--- src/rtl/axi4lite_transactor_if.sv ---
// AXI4-Lite upstream bundle for the store-and-forward bridge.
// The master side drives valids/payloads; the slave side drives readies/responses.
interface axi4_Lite #(
  parameter int addrWidth = 32,
  parameter int dataWidth = 32
);
  logic                   awvalid;
  logic                   awready;
  logic [addrWidth-1:0]   awaddr;
  logic [2:0]             awprot;
  logic                   wvalid;
  logic                   wready;
  logic [dataWidth-1:0]   wdata;
  logic [dataWidth/8-1:0] wstrb;
  logic                   bvalid;
  logic                   bready;
  logic [1:0]             bresp;
  logic                   arvalid;
  logic                   arready;
  logic [addrWidth-1:0]   araddr;
  logic [2:0]             arprot;
  logic                   rvalid;
  logic                   rready;
  logic [dataWidth-1:0]   rdata;
  logic [1:0]             rresp;

  modport axiSlave (
    input  awvalid, awaddr, awprot,
    input  wvalid, wdata, wstrb,
    input  bready,
    input  arvalid, araddr, arprot,
    input  rready,
    output awready, wready,
    output bvalid, bresp,
    output arready,
    output rvalid, rdata, rresp
  );

  modport axiMaster (
    output awvalid, awaddr, awprot,
    output wvalid, wdata, wstrb,
    output bready,
    output arvalid, araddr, arprot,
    output rready,
    input  awready, wready,
    input  bvalid, bresp,
    input  arready,
    input  rvalid, rdata, rresp
  );
endinterface

--- src/rtl/axi4lite_transactor.sv ---
// AXI4-Lite store-and-forward bridge: upstream slave port re-issued on a
// flat downstream master port, one outstanding write and one read.
module axi4lite_transactor #(
  parameter int addrWidth = 32,
  parameter int dataWidth = 32
) (
  input  logic                   clk,
  input  logic                   rst,
  axi4_Lite.axiSlave             i_f,
  input  logic                   awreadyM,
  input  logic                   wreadyM,
  input  logic                   arreadyM,
  input  logic                   bvalidM,
  input  logic                   rvalidM,
  input  logic [1:0]             brespM,
  input  logic [dataWidth-1:0]   rdataM,
  input  logic [1:0]             rrespM,
  output logic [addrWidth-1:0]   awaddrM,
  output logic [2:0]             awprotM,
  output logic [dataWidth-1:0]   wdataM,
  output logic [dataWidth/8-1:0] wstrbM,
  output logic [addrWidth-1:0]   araddrM,
  output logic [2:0]             arprotM,
  output logic                   awvalidM,
  output logic                   wvalidM,
  output logic                   arvalidM,
  output logic                   breadyM,
  output logic                   rreadyM
);

  typedef enum logic [2:0] {
    W_IDLE, W_AW, W_WD, W_W, W_B, W_BR
  } wState_t;

  typedef enum logic [1:0] {
    R_IDLE, R_AR, R_RW, R_R
  } rState_t;

  wState_t wState, wNext;
  rState_t rState, rNext;

  logic                 awreadyQ, wreadyQ, bvalidQ;
  logic                 arreadyQ, rvalidQ;
  logic [1:0]           brespQ, rrespQ;
  logic [dataWidth-1:0] rdataQ;

  logic awHs, wHs, bHsM, arHs, rHsM;

  // Upstream handshakes use the registered readies, so the first cycle
  // out of reset (IDLE state, ready still low) cannot accept anything.
  assign awHs = i_f.awvalid & awreadyQ;
  assign wHs  = i_f.wvalid & wreadyQ;
  assign bHsM = bvalidM & breadyM;
  assign arHs = i_f.arvalid & arreadyQ;
  assign rHsM = rvalidM & rreadyM;

  always_comb begin
    wNext = wState;
    unique case (wState)
      W_IDLE:  if (awHs) wNext = W_AW;
      W_AW:    if (awreadyM) wNext = W_WD;
      W_WD:    if (wHs) wNext = W_W;
      W_W:     if (wreadyM) wNext = W_B;
      W_B:     if (bvalidM) wNext = W_BR;
      W_BR:    if (i_f.bready) wNext = W_IDLE;
      default: wNext = W_IDLE;
    endcase
  end

  always_comb begin
    rNext = rState;
    unique case (rState)
      R_IDLE:  if (arHs) rNext = R_AR;
      R_AR:    if (arreadyM) rNext = R_RW;
      R_RW:    if (rvalidM) rNext = R_R;
      R_R:     if (i_f.rready) rNext = R_IDLE;
      default: rNext = R_IDLE;
    endcase
  end

  // Handshake outputs are registered from the next state.
  always_ff @(posedge clk) begin
    if (rst) begin
      wState   <= W_IDLE;
      awreadyQ <= 1'b0;
      awvalidM <= 1'b0;
      wreadyQ  <= 1'b0;
      wvalidM  <= 1'b0;
      breadyM  <= 1'b0;
      bvalidQ  <= 1'b0;
      awaddrM  <= '0;
      awprotM  <= '0;
      wdataM   <= '0;
      wstrbM   <= '0;
      brespQ   <= '0;
    end else begin
      wState   <= wNext;
      awreadyQ <= (wNext == W_IDLE);
      awvalidM <= (wNext == W_AW);
      wreadyQ  <= (wNext == W_WD);
      wvalidM  <= (wNext == W_W);
      breadyM  <= (wNext == W_B);
      bvalidQ  <= (wNext == W_BR);
      if (awHs) begin
        awaddrM <= i_f.awaddr;
        awprotM <= i_f.awprot;
      end
      if (wHs) begin
        wdataM <= i_f.wdata;
        wstrbM <= i_f.wstrb;
      end
      if (bHsM) brespQ <= brespM;
    end
  end

  always_ff @(posedge clk) begin
    if (rst) begin
      rState   <= R_IDLE;
      arreadyQ <= 1'b0;
      arvalidM <= 1'b0;
      rreadyM  <= 1'b0;
      rvalidQ  <= 1'b0;
      araddrM  <= '0;
      arprotM  <= '0;
      rdataQ   <= '0;
      rrespQ   <= '0;
    end else begin
      rState   <= rNext;
      arreadyQ <= (rNext == R_IDLE);
      arvalidM <= (rNext == R_AR);
      rreadyM  <= (rNext == R_RW);
      rvalidQ  <= (rNext == R_R);
      if (arHs) begin
        araddrM <= i_f.araddr;
        arprotM <= i_f.arprot;
      end
      if (rHsM) begin
        rdataQ <= rdataM;
        rrespQ <= rrespM;
      end
    end
  end

  assign i_f.awready = awreadyQ;
  assign i_f.wready  = wreadyQ;
  assign i_f.bvalid  = bvalidQ;
  assign i_f.bresp   = brespQ;
  assign i_f.arready = arreadyQ;
  assign i_f.rvalid  = rvalidQ;
  assign i_f.rdata   = rdataQ;
  assign i_f.rresp   = rrespQ;

endmodule

--- src/flat_wrapper.sv ---
// flat-port wrapper written by rule: the top's interface ports become plain ports
module axi4lite_transactor_flat 
#(
  parameter int addrWidth = 32,
  parameter int dataWidth = 32
)
  (clk, rst, awreadyM, wreadyM, arreadyM, bvalidM, rvalidM, brespM, rdataM, rrespM, awaddrM, awprotM, wdataM, wstrbM, araddrM, arprotM, awvalidM, wvalidM, arvalidM, breadyM, rreadyM, i_f_awvalid, i_f_awaddr, i_f_awprot, i_f_wvalid, i_f_wdata, i_f_wstrb, i_f_bready, i_f_arvalid, i_f_araddr, i_f_arprot, i_f_rready, i_f_awready, i_f_wready, i_f_bvalid, i_f_bresp, i_f_arready, i_f_rvalid, i_f_rdata, i_f_rresp);
  axi4_Lite #(.addrWidth(addrWidth), .dataWidth(dataWidth)) i_f_i ();
  input  logic clk;
  input  logic rst;
  input  logic awreadyM;
  input  logic wreadyM;
  input  logic arreadyM;
  input  logic bvalidM;
  input  logic rvalidM;
  input  logic [1:0] brespM;
  input  logic [dataWidth-1:0] rdataM;
  input  logic [1:0] rrespM;
  output logic [addrWidth-1:0] awaddrM;
  output logic [2:0] awprotM;
  output logic [dataWidth-1:0] wdataM;
  output logic [dataWidth/8-1:0] wstrbM;
  output logic [addrWidth-1:0] araddrM;
  output logic [2:0] arprotM;
  output logic awvalidM;
  output logic wvalidM;
  output logic arvalidM;
  output logic breadyM;
  output logic rreadyM;
  input wire logic [$bits(i_f_i.awvalid)-1:0] i_f_awvalid;
  input wire logic [$bits(i_f_i.awaddr)-1:0] i_f_awaddr;
  input wire logic [$bits(i_f_i.awprot)-1:0] i_f_awprot;
  input wire logic [$bits(i_f_i.wvalid)-1:0] i_f_wvalid;
  input wire logic [$bits(i_f_i.wdata)-1:0] i_f_wdata;
  input wire logic [$bits(i_f_i.wstrb)-1:0] i_f_wstrb;
  input wire logic [$bits(i_f_i.bready)-1:0] i_f_bready;
  input wire logic [$bits(i_f_i.arvalid)-1:0] i_f_arvalid;
  input wire logic [$bits(i_f_i.araddr)-1:0] i_f_araddr;
  input wire logic [$bits(i_f_i.arprot)-1:0] i_f_arprot;
  input wire logic [$bits(i_f_i.rready)-1:0] i_f_rready;
  output wire logic [$bits(i_f_i.awready)-1:0] i_f_awready;
  output wire logic [$bits(i_f_i.wready)-1:0] i_f_wready;
  output wire logic [$bits(i_f_i.bvalid)-1:0] i_f_bvalid;
  output wire logic [$bits(i_f_i.bresp)-1:0] i_f_bresp;
  output wire logic [$bits(i_f_i.arready)-1:0] i_f_arready;
  output wire logic [$bits(i_f_i.rvalid)-1:0] i_f_rvalid;
  output wire logic [$bits(i_f_i.rdata)-1:0] i_f_rdata;
  output wire logic [$bits(i_f_i.rresp)-1:0] i_f_rresp;
  assign i_f_i.awvalid = i_f_awvalid;
  assign i_f_i.awaddr = i_f_awaddr;
  assign i_f_i.awprot = i_f_awprot;
  assign i_f_i.wvalid = i_f_wvalid;
  assign i_f_i.wdata = i_f_wdata;
  assign i_f_i.wstrb = i_f_wstrb;
  assign i_f_i.bready = i_f_bready;
  assign i_f_i.arvalid = i_f_arvalid;
  assign i_f_i.araddr = i_f_araddr;
  assign i_f_i.arprot = i_f_arprot;
  assign i_f_i.rready = i_f_rready;
  assign i_f_awready = i_f_i.awready;
  assign i_f_wready = i_f_i.wready;
  assign i_f_bvalid = i_f_i.bvalid;
  assign i_f_bresp = i_f_i.bresp;
  assign i_f_arready = i_f_i.arready;
  assign i_f_rvalid = i_f_i.rvalid;
  assign i_f_rdata = i_f_i.rdata;
  assign i_f_rresp = i_f_i.rresp;
  axi4lite_transactor #(.addrWidth(addrWidth), .dataWidth(dataWidth)) u_core (.clk(clk), .rst(rst), .i_f(i_f_i), .awreadyM(awreadyM), .wreadyM(wreadyM), .arreadyM(arreadyM), .bvalidM(bvalidM), .rvalidM(rvalidM), .brespM(brespM), .rdataM(rdataM), .rrespM(rrespM), .awaddrM(awaddrM), .awprotM(awprotM), .wdataM(wdataM), .wstrbM(wstrbM), .araddrM(araddrM), .arprotM(arprotM), .awvalidM(awvalidM), .wvalidM(wvalidM), .arvalidM(arvalidM), .breadyM(breadyM), .rreadyM(rreadyM));
endmodule
--- config.mk ---
export PLATFORM = sky130hd
export DESIGN_NAME = axi4lite_transactor_flat
export DESIGN_NICKNAME = d
export VERILOG_FILES = /design/src/rtl/axi4lite_transactor_if.sv /design/src/rtl/axi4lite_transactor.sv /design/src/flat_wrapper.sv
export SDC_FILE = /design/constraint.sdc
export NUM_CORES = 1
export LEC_CHECK = 0
export ABC_AREA = 0
export CORE_ASPECT_RATIO = 1.1
export CORE_UTILIZATION = 35
export DETAILED_ROUTE_END_ITERATION = 7
export PLACE_DENSITY = 0.81
export SLEW_MARGIN = 20
export SYNTH_ARGS = -nofsm -noshare
export SYNTH_HDL_FRONTEND = slang
export SYNTH_SLANG_ARGS = --single-unit
--- constraint.sdc ---
create_clock -name clk -period 1.4 [get_ports clk]
set_input_delay 0.21 -clock clk [delete_from_list [all_inputs] [get_ports clk]]
set_output_delay 0.21 -clock clk [all_outputs]
set_load 0.05 [all_outputs]
* Word level (Yosys, flattened, before mapping)
Cells that the tools add are included.
** Storage, ports and cells
- Register bits after elaboration :: 157
- Bits of input ports :: 154
- Output and inout port bits :: 152
- Logic and storage cells :: 58
** Cells by class
- Eq/ne operators :: 16
- Muxes and demuxes :: 12
- Bitwise logic cells :: 5
- Reductions and logical operators :: 4
** Operators with widths (count)
- $mux W3 :: 6
- $pmux W3 S6 :: 1
- $eq A3 B2 Y1 const B :: 4
- $eq A3 B3 Y1 const B :: 4
- $eq A2 B2 Y1 const B :: 4
- $mux W2 :: 4
- $pmux W2 S4 :: 1
- $eq A3 B1 Y1 const B :: 2
- $logic_not A3 Y1 :: 2
- $and A1 B1 Y1 :: 5
- $eq A2 B1 Y1 const B :: 2
- $logic_not A2 Y1 :: 2

* Longest topological paths before layout
- Depth in word-level cells :: 4
- Mapped depth :: 5
- Mapped depth without buffers :: 4

* Least setup slack after synthesis
OpenSTA, ideal clock, no wires.
- Path kind :: reg2reg
- From :: register u_core.awreadyQ, in the netlist u_core.i_f.awready
- To :: register u_core.awaddrM[13]
- Setup time :: 0.070 ns
- Arrival :: 1.506 ns
- Required time :: 1.330 ns
- Path slack :: -0.176 ns
- Stages on the path, launching flop included :: 6
- Cell sequence :: dfxtp_1 > and2_1 > clkbuf_1 > clkbuf_1 > nand2_1 > a21oi_1
** On the way
- Word-level cells in the longest chain between the ends :: 1
** RTL lines
- start, declared :: RTL line axi4lite_transactor.sv:42 : logic awreadyQ, wreadyQ, bvalidQ;
- start signal, assigned :: RTL line axi4lite_transactor.sv:98 : awreadyQ <= (wNext == W_IDLE);
- $and A1 B1 Y1 :: RTL line axi4lite_transactor.sv:51 : assign awHs = i_f.awvalid & awreadyQ;
- end signal, assigned :: RTL line axi4lite_transactor.sv:105 : awaddrM <= i_f.awaddr;
- end, declared :: RTL line axi4lite_transactor.sv:18 : output logic [addrWidth-1:0] awaddrM,
No other way between the ends.
A chain may end at the register's enable or synchronous reset.

* Worst setup path after layout
- From :: register u_core.wState[1]
- To :: register u_core.breadyM
** On the way
- Word-level cells in the longest chain between the ends :: 3
- Elaborated cells between the ends (all ways) :: 14
- Those cells by class :: 6 x eq/ne; 7 x mux; 1 x reduce/logical
** RTL lines
- start, declared :: RTL line axi4lite_transactor.sv:39 : wState_t wState, wNext;
- start signal, assigned :: RTL line axi4lite_transactor.sv:97 : wState <= wNext;
- $eq A3 B3 Y1, or another cell as far along :: RTL line axi4lite_transactor.sv:59 : unique case (wState)
- $pmux W3 S6 (*) :: RTL line axi4lite_transactor.sv:59
- $eq A3 B3 Y1 (*) :: RTL line axi4lite_transactor.sv:102 : breadyM <= (wNext == W_B);
- end signal, assigned :: RTL line axi4lite_transactor.sv:102
- end, declared :: RTL line axi4lite_transactor.sv:27 : output logic breadyM,
Mark *: on every way between the ends. The rest lies on a longest branch, timed or not.

==> flow_summary.json <==
{
  "drive_above_1_share_pct": 22.78,
  "routabilityCongestion": 0.8421,
  "period_share_pct": 96.32,
  "via_per_inst": 4.769,
  "area_growth_pct": 103.6,
  "die_area_um2": 16050,
  "drc_errors": 0,
  "synth.distinct_cells": 32,
  "nets": 1142,
  "grt_pass1_vias": 5782,
  "synthAdderAreaFrac_pct": 0,
  "setup_viol": 0,
  "synth_top_family_by_area": "simple AND/OR/NAND/NOR gates",
  "ctsHoldBuffers": 0,
  "yosysWarnings": 0,
  "skew_ps": 10.24,
  "n_antenna_cell": 0,
  "setup_slack_ps": 51.55,
  "ant_nets": 0,
  "io_pins": 306,
  "overflow": 0,
  "maxSlewViolCount": 0,
  "yosys.area_share.simple_pct": 23.52,
  "synth-seq-area-share_pct": 57.76,
  "fmax_mhz": 741.6,
  "wire_per_inst_um": 15.69,
  "period_minus_slack_ps": 1348,
  "cts_tree": "built",
  "required_ps": 1720,
  "cp.arrival_ps": 1670,
  "drt_iter0_markers": 276,
  "crit_type": "flip-flop to flip-flop",
  "core_area_um2": 15110,
  "status": "finished clean",
  "h-tree-depth": 4,
  "grt_pass1_wl_um": 29390,
  "insertion_delay_ps": 420,
  "num_rows": 47,
  "grtUsageTotal_pct": 23.84,
  "power.density_nw_per_um2": 1063,
  "synth_top_area_share_pct": 57.76,
  "postLayoutCoreUtil_pct": 73.31,
  "synth_area_leaders": "dfxtp_1 58%, nand2_1 20%, a21oi_1 14%",
  "cts.clk_slew.worst_paths_ps": 60,
  "clock-root-buffer": "clkbuf_16",
  "synth_xor_area_share_pct": 0,
  "hold_viol_final": 0,
  "vias": 5709,
  "cts_buffer_depth": 2,
  "synth_compound_area_share_pct": 14.90,
  "io_buffers": 305,
  "synthMuxAreaShare_pct": 0.1840,
  "fillCellCount": 979,
  "antenna_found_initial": 0,
  "synth_largest_area_cell": "dfxtp_1",
  "worst_pin_slew_ps": 402.7,
  "synth_area_um2": 5441,
  "whs_ps": 197.4,
  "start_kind": "flip-flop",
  "finalPower_mw": 11.78,
  "rsz0062_at_grt": "false",
  "grt_max_degree": 39,
  "drv_cap": 0,
  "syn_inst": 681,
  "leakage_nw": 4.079,
  "hpwl_um": 14090,
  "drt_wl_total_um": 18780,
  "synth.avg_cell_area_um2": 7.990,
  "postSynthNetCount": 835,
  "numCtsBuffers": 17,
  "die_h_um": 132.8,
  "peakVddDrop_mv": 0.8064,
  "setup-tns-final_ps": 0,
  "clkSinkCount": 157,
  "relSlewSlack_pct": 73.15,
  "ys_seq_elements": 157,
  "fp.dieW_um": 120.9,
  "crit_path_end_kind": "flip-flop",
  "place_ws_ps": -253.0,
  "start_util_pct": 36.00,
  "hold_path_class": "input pin to flip-flop",
  "crit_fanout": 5,
  "first_pass_iters": 5
}
==> state kept, by name (all words and copies together), names as in the netlist <==
| signal | count |
|---|---|
| u_core.wState | 3 |
| u_core.i_f.rvalid | 1 |
| u_core.rState | 2 |
| u_core.arvalidM | 1 |
| u_core.i_f.rresp | 2 |
| u_core.i_f.bresp | 2 |
| u_core.awvalidM | 1 |
| u_core.awaddrM | 32 |
| u_core.arprotM | 3 |
| u_core.i_f.rdata | 32 |
| u_core.i_f.arready | 1 |
| u_core.rreadyM | 1 |
| u_core.wstrbM | 4 |
| u_core.i_f.bvalid | 1 |
| u_core.araddrM | 32 |
| u_core.breadyM | 1 |
| u_core.i_f.awready | 1 |
| u_core.wdataM | 32 |
| u_core.i_f.wready | 1 |
| u_core.awprotM | 3 |
| u_core.wvalidM | 1 |
==> power breakdown <==
group / switching, mW / internal, mW
Clock: 1.86 / 2.83
Combinational: 1.07 / 1.20
Sequential: 0.179 / 4.64
==> Yosys cell counts, drive strengths merged <==
cell and instances:
a21boi 1, a21o 1, a21oi 147, a31oi 2, a41oi 1, and2 7, and3b 1, buf 12
clkbuf 35, dfxtp 157, inv 1, mux2i 1, nand2 288, nand2b 2, nand3 2, nand3b 1
nand4 1, nand4b 1, nand4bb 1, nor2 5, nor2b 4, nor3 2, nor3b 1, nor4 2
o21ai 3, o21ba 1, or3b 1
==> worst max-delay path, cell delays in order (launching register included) <==
cell     delay (ps)
dfxtp_2         340
or3b_4          400
a41oi_2         160
o21ba_4         190
and2_1          150
==> cell usage in the layout (no fill, tap or decap), types with 4 or more instances in the layout <==
cell	n
clkinvlp_4	5
nand2_1	288
buf_12	164
dfxtp_2	6
clkbuf_16	17
clkdlybuf4s50_1	152
dfxtp_1	151
buf_4	19
nor2b_1	4
nor2_1	5
a21oi_1	147
clkbuf_8	4
and2_1	6
==> cell type report <==
class                           instances  area [um2]  share of cell area, %
Clock inverter                         11       132.6                  1.197
Clock buffer                           21       480.5                  4.337
Timing Repair Buffer                  335        4947                  44.65
Tap cell                              196       245.2                  2.213
Multi-Input combinational cell        476        2120                  19.13
Inverter                                1       3.754                0.03388
Sequential cell                       157        3151                  28.44
==> layer usage <==
layer | vias to the layer above | part of all wire [%] | track usage (%)
met5 | - | 0 | 0
met4 | 0 | 5.3 | 15.02
met3 | 60 | 7.7 | 8.319
met2 | 236 | 51 | 41.21
met1 | 2595 | 36 | 24.32
li1 | 2818 | - | -
==> kinds of logic (layout without fill, tap and decap cells) <==
| kind of cell | Yosys count | count (layout) |
|---|---|---|
| simple gates | 319 | 319 |
| compound gates | 156 | 156 |
| flops | 157 | 157 |
| buf+inv | 48 | 368 |
| mux | 1 | 1 |
==> what timing repair did <==
action,4_1_cts,5_1_grt
buffers inserted,0,0
resized for setup,0,6
endpoints found under the setup margin,0,5
==> path summary, 6_finish.rpt <==
path / from / endpoint / depth (start not counted) / slack, ps
worst max-delay path: u_core.wState[1] / u_core.breadyM / 4 / 50
worst min-delay path: rst / u_core.wState[0] / 2 / 200
worst max register to register: u_core.wState[1] / u_core.breadyM / 4 / 50
worst min register to register: u_core.araddrM[29] / u_core.araddrM[29] / 2 / 490
==> metrics by stage <==
stage / cell area (um2) / std cells
6_report: 11080 / 1197
5_1_grt: 11080 / 1197
4_1_cts: 11060 / 1197
3_5_place_dp: 10450 / 1165
3_3_place_gp: 10450 / 1165
2_1_floorplan: 5446 / 681
Power figures use the tool's default switching activity.
